[src/rtl/usart_pkg.sv]
// Shared definitions for the USART receive path: FSM states, oversampling
// constants and the mid-bit vote sample positions.
package usart_pkg;

    localparam int OVERSAMPLE  = 16;
    localparam int VOTE_IDX_A  = 7;
    localparam int VOTE_IDX_B  = 8;
    localparam int VOTE_IDX_C  = 9;
    localparam int LAST_SAMPLE = 15;

    typedef enum logic [2:0] {
        IDLE,
        START,
        DATA,
        STOP,
        WAIT_HIGH
    } rx_state_e;

    function automatic logic maj3(input logic a, input logic b, input logic c);
        return (a & b) | (a & c) | (b & c);
    endfunction

endpackage

[src/rtl/usart_sync_vote.sv]
// Two-flop synchroniser for the serial line plus a 2-of-3 mid-bit voter.
// The vote is only meaningful on the cycle that processes the last vote index.
module usart_sync_vote #(
    parameter int SC_W = 4
) (
    input  logic            clk_i,
    input  logic            rst_i,
    input  logic            rx_pin_i,
    input  logic [SC_W-1:0] sample_count_i,
    output logic            rx_sync_o,
    output logic            vote_o
);
    import usart_pkg::*;

    logic sync1_q, sync2_q;
    logic smp_a_q, smp_b_q;

    always_ff @(posedge clk_i) begin
        if (rst_i) begin
            sync1_q <= 1'b1;
            sync2_q <= 1'b1;
            smp_a_q <= 1'b1;
            smp_b_q <= 1'b1;
        end else begin
            sync1_q <= rx_pin_i;
            sync2_q <= sync1_q;
            if (sample_count_i == SC_W'(VOTE_IDX_A)) smp_a_q <= sync2_q;
            if (sample_count_i == SC_W'(VOTE_IDX_B)) smp_b_q <= sync2_q;
        end
    end

    // Third sample is taken live so the vote resolves on the index-9 edge itself.
    assign rx_sync_o = sync2_q;
    assign vote_o    = maj3(smp_a_q, smp_b_q, sync2_q);

endmodule

[src/rtl/usart_rx.sv]
// 8N1 asynchronous receiver with 16x oversampling and a ready/latch consumer
// handshake; flags framing errors and dropped frames.
module usart_rx #(
    parameter int DATA_BITS  = 8,
    parameter int OVERSAMPLE = usart_pkg::OVERSAMPLE
) (
    input  logic                 bit_clock_x16,
    input  logic                 reset,
    input  logic                 rx_pin,
    output logic [DATA_BITS-1:0] data_out,
    output logic                 ready,
    input  logic                 latch_out,
    output logic                 done,
    output logic                 frame_error,
    output logic                 overrun
);
    import usart_pkg::*;

    localparam int SC_W = $clog2(OVERSAMPLE);
    localparam int BI_W = $clog2(DATA_BITS);
    localparam logic [SC_W-1:0] SC_VOTE = SC_W'(VOTE_IDX_C);
    localparam logic [SC_W-1:0] SC_LAST = SC_W'(OVERSAMPLE - 1);
    localparam logic [BI_W-1:0] BI_LAST = BI_W'(DATA_BITS - 1);

    rx_state_e            state_q;
    logic [SC_W-1:0]      sample_count_q;
    logic [BI_W-1:0]      bit_index_q;
    logic [DATA_BITS-1:0] shift_q;
    logic [DATA_BITS-1:0] data_q;
    logic                 ready_q, done_q, frame_err_q, overrun_q;
    logic                 rx_sync, vote;

    usart_sync_vote #(.SC_W(SC_W)) u_sync_vote (
        .clk_i          (bit_clock_x16),
        .rst_i          (reset),
        .rx_pin_i       (rx_pin),
        .sample_count_i (sample_count_q),
        .rx_sync_o      (rx_sync),
        .vote_o         (vote)
    );

    always_ff @(posedge bit_clock_x16) begin
        if (reset) begin
            state_q        <= IDLE;
            sample_count_q <= '0;
            bit_index_q    <= '0;
            shift_q        <= '0;
            data_q         <= '0;
            ready_q        <= 1'b0;
            done_q         <= 1'b0;
            frame_err_q    <= 1'b0;
            overrun_q      <= 1'b0;
        end else begin
            done_q         <= 1'b0;
            frame_err_q    <= 1'b0;
            sample_count_q <= sample_count_q + 1'b1;
            if (latch_out && ready_q) begin
                ready_q   <= 1'b0;
                overrun_q <= 1'b0;
            end

            unique case (state_q)
                IDLE: begin
                    sample_count_q <= '0;
                    if (!rx_sync) begin
                        state_q        <= START;
                        sample_count_q <= SC_W'(1);
                    end
                end
                START: begin
                    if (sample_count_q == SC_VOTE && vote) begin
                        state_q        <= IDLE;
                        sample_count_q <= '0;
                    end else if (sample_count_q == SC_LAST) begin
                        state_q        <= DATA;
                        bit_index_q    <= '0;
                        sample_count_q <= '0;
                    end
                end
                DATA: begin
                    if (sample_count_q == SC_VOTE)
                        shift_q <= {vote, shift_q[DATA_BITS-1:1]};
                    if (sample_count_q == SC_LAST) begin
                        sample_count_q <= '0;
                        if (bit_index_q == BI_LAST) state_q <= STOP;
                        else                        bit_index_q <= bit_index_q + 1'b1;
                    end
                end
                STOP: begin
                    // Resolve mid stop bit so an early next start edge is not missed.
                    if (sample_count_q == SC_VOTE) begin
                        sample_count_q <= '0;
                        if (vote) begin
                            done_q  <= 1'b1;
                            state_q <= IDLE;
                            if (!ready_q || latch_out) begin
                                data_q  <= shift_q;
                                ready_q <= 1'b1;
                            end else begin
                                overrun_q <= 1'b1;
                            end
                        end else begin
                            frame_err_q <= 1'b1;
                            state_q     <= WAIT_HIGH;
                        end
                    end
                end
                WAIT_HIGH: begin
                    sample_count_q <= '0;
                    if (rx_sync) state_q <= IDLE;
                end
                default: begin
                    state_q        <= IDLE;
                    sample_count_q <= '0;
                end
            endcase
        end
    end

    assign data_out    = data_q;
    assign ready       = ready_q;
    assign done        = done_q;
    assign frame_error = frame_err_q;
    assign overrun     = overrun_q;

endmodule

[config.mk]
export PLATFORM = sky130hd
export DESIGN_NAME = usart_rx
export DESIGN_NICKNAME = d
export VERILOG_FILES = /design/src/rtl/usart_pkg.sv /design/src/rtl/usart_sync_vote.sv /design/src/rtl/usart_rx.sv
export SDC_FILE = /design/constraint.sdc
export NUM_CORES = 1
export LEC_CHECK = 0
export BUFFER_PORTS_ARGS = -buffer_cell sky130_fd_sc_hd__buf_2
export CORE_MARGIN = 5
export CORE_UTILIZATION = 60
export CTS_BUF_LIST = sky130_fd_sc_hd__clkbuf_2 sky130_fd_sc_hd__clkbuf_4 sky130_fd_sc_hd__clkbuf_8
export CTS_CLUSTER_DIAMETER = 50
export DETAILED_ROUTE_END_ITERATION = 8
export GPL_TIMING_DRIVEN = 0
export HOLD_SLACK_MARGIN = 0.08
export PLACE_DENSITY = 0.81
export RECOVER_POWER = 25
export SLEW_MARGIN = 20
export SYNTH_ARGS = -nofsm -noshare
export SYNTH_HDL_FRONTEND = slang
export SYNTH_SLANG_ARGS = --single-unit
[constraint.sdc]
create_clock -name bit_clock_x16 -period 2.4 [get_ports bit_clock_x16]
set_clock_uncertainty 0.15 [all_clocks]
set_input_delay 0.12 -clock bit_clock_x16 [delete_from_list [all_inputs] [get_ports bit_clock_x16]]
set_output_delay 0.12 -clock bit_clock_x16 [all_outputs]
set_load 0.02 [all_outputs]
==> metrics.yaml <==
run_status:
  outcome: "complete, no violations"
grt:
  track_usage_pct: 18.60
  grt_overflow: 0
  first_global_vias: 1073
  grt_pass1_wl_um: 4816
  antenna_found_initial: 0
  grt_max_degree: 11
timing:
  drv_slew: 0
  rsz0062_at_grt: "no"
  slew_headroom_pct: 68.38
  tns_ps: 0
  fmax_mhz: 566.8
  holdWs_ps: 82.84
  setup_slack_ps: 635.6
  finalCriticalPeriod_ps: 1764
  setup_viol: 0
  worstMarginPinSlew_ps: 474.3
  min_period_over_period_pct: 73.51
  hold_violations: 0
die:
  die_x_um: 59.12
  coreArea_mm2: 0.002255
  ios: 16
  start_util_pct: 64.21
  fp.dieArea_mm2: 0.003495
  fp.dieH_um: 59.12
  rows: 17
placement:
  portBuffers: 14
  gp_congestion: 0.8848
  place_hpwl_um: 2035
  dp_slack_ps: 629.8
clock_tree:
  htree_num_levels: 2
  clk_pin_slew_ps: 110
  cts_sinks: 34
  cts_inserted_buffers: 5
  cts_tree: "built"
  postCtsSetupRepairBufs: 0
  insertion_delay_ps: 340
  cts_max_path_buffers: 2
  root_buffer: "clkbuf_4"
drt:
  wl_per_cell_um: 14.31
  ant_nets: 0
  routed_wirelength_um: 2804
  firstDrtPassIters: 4
  drc_errors: 0
  vias_per_cell: 5.684
  drt_iter0_markers: 33
  num_vias: 1114
finish:
  diodes: 0
  layout-drive-gt1-share_pct: 16.67
  fin_util_pct: 72.09
  areaGrowthSynthToFinish_pct: 12.27
  final_common_cell: "dfxtp_1"
  layout.nets: 176
  final_cell_mix: "34 x dfxtp_1, 24 x nor2_1, 17 x mux2i_1, 13 x clkbuf_1, 7 x buf_2"
worst_setup_path:
  end_kind: "flop"
  cp.required_ps: 2470
  path_cells: "ha_1 > and3b_1 > buf_4 > nand4_2 > mux2i_1 > nor2_1"
  max_stage_delay_ps: 390
  worstPathMaxFanout: 8
  cp-start-kind: "flop"
  arrival_ps: 1830
  reg2reg_slack_ps: 640
  slowest_stage: "dfxtp_1"
  critPathKind: "reg -> reg"
hold_path:
  hold_path.class: "in -> reg"
synthesis:
  avgSynthCellArea_um2: 10.05
  ys_seq_area_share_pct: 47.02
  netlist_instances: 144
  ys.flop_type: "dfxtp_1"
  synth_edf_count: 0
  async_flop_share_pct: 0
  synthDistinctLibCells: 39
  syn_nets: 153
  yosys.area.top_type: "dfxtp_1"
  ys.warnings.count: 0
  netlist_area_mm2: 0.001448
  synthTopCellsByArea: "dfxtp_1 47%, mux2i_1 12%, nor2_1 6.2%"
  synth-seq-cells: 34
  synth_top_area_share_pct: 47.02
power:
  peakVddDrop_uv: 514.6
  finalPower_uw: 943.6
  p_leak_uw: 0.0007682
  power_density_mw_per_mm2: 580.6
run:
  cap_violations: 0
final cells by class:
class	instances	area, µm²
Multi-Input combinational cell	98	715.7
Sequential cell	34	680.7
Fill cell	186	629.4
Timing Repair Buffer	16	78.83
Clock buffer	7	58.81
Tap cell	28	35.03
Buffer	7	32.53
Inverter	5	18.77
Clock inverter	1	5.005
routing by layer:
| metal | vias to the layer above | wire length [µm] | track usage (%) |
|---|---|---|---|
| met5 | - | 0 | 0 |
| met2 | 35 | 1323 | 30.60 |
| met4 | 0 | 54 | 9.709 |
| met3 | 6 | 187 | 5.447 |
| met1 | 519 | 1238 | 21.73 |
| li1 | 554 | - | - |
critical path, delay by kind of cell, from the launching register on:
family | cells | cell delay, ps
AND/OR/NAND/NOR | 3 | 520
flip-flops | 1 | 390
buffers and inverters | 1 | 160
multiplexers | 1 | 260
adder cells (fa/ha/maj) | 1 | 160
cell families after synthesis:
kind of cell	Yosys count	share of synthesized area, %
AO/OA/AOI/OAI	22	12.71
XOR/XNOR	2	1.210
adder cells (fa/ha/maj)	6	5.099
buffers and inverters	12	3.544
flip-flops	34	47.02
multiplexers	17	11.75
AND/OR/NAND/NOR	51	18.67
power breakdown:
group          switching, µW  internal, µW
clock network            187           153
registers               3.94           567
logic                   20.3          11.8
total                    211           732
cell usage after synthesis, types with 2 or more instances:
library cell	number
and3_1	3
a32o_1	2
a311oi_1	2
mux2i_1	17
a21oi_1	4
a2111oi_2	2
or2_2	2
nand2b_1	3
buf_2	2
a31o_2	2
and3b_1	2
xnor2_1	2
nor3_1	2
o21ai_0	2
inv_1	5
nor2_1	24
dfxtp_1	34
clkbuf_1	4
ha_1	5
nand2_1	5
nand3_1	2
path summary, 6_finish.rpt:
path                             from                    end  depth (start not counted)
hold reg to reg   u_sync_vote.sync1_q  u_sync_vote.rx_sync_o                          1
setup / recovery    sample_count_q[0]            data_out[7]                          6
setup reg to reg    sample_count_q[0]            data_out[7]                          6
hold / removal                  reset             state_q[0]                          2
stage by stage:
| stage | cells | area, µm² |
|---|---|---|
| detailed placement | 186 | 1553 |
| finish | 196 | 1625 |
| floorplan | 144 | 1448 |
| global route | 196 | 1625 |
| global placement | 186 | 1553 |
| CTS | 196 | 1637 |
sequential cells by signal, indices dropped and copies added, names as in the netlist, 3 cells and up:
name,cells
data_out,8
state_q,3
sample_count_q,4
shift_q,8
bit_index_q,3
timing repair:
item                      in CTS  in global routing
hold endpoints to repair       3                  0
hold buffers                   2                  0
resized for setup              0                  0
Note: power is estimated with default switching activity, not from simulation.
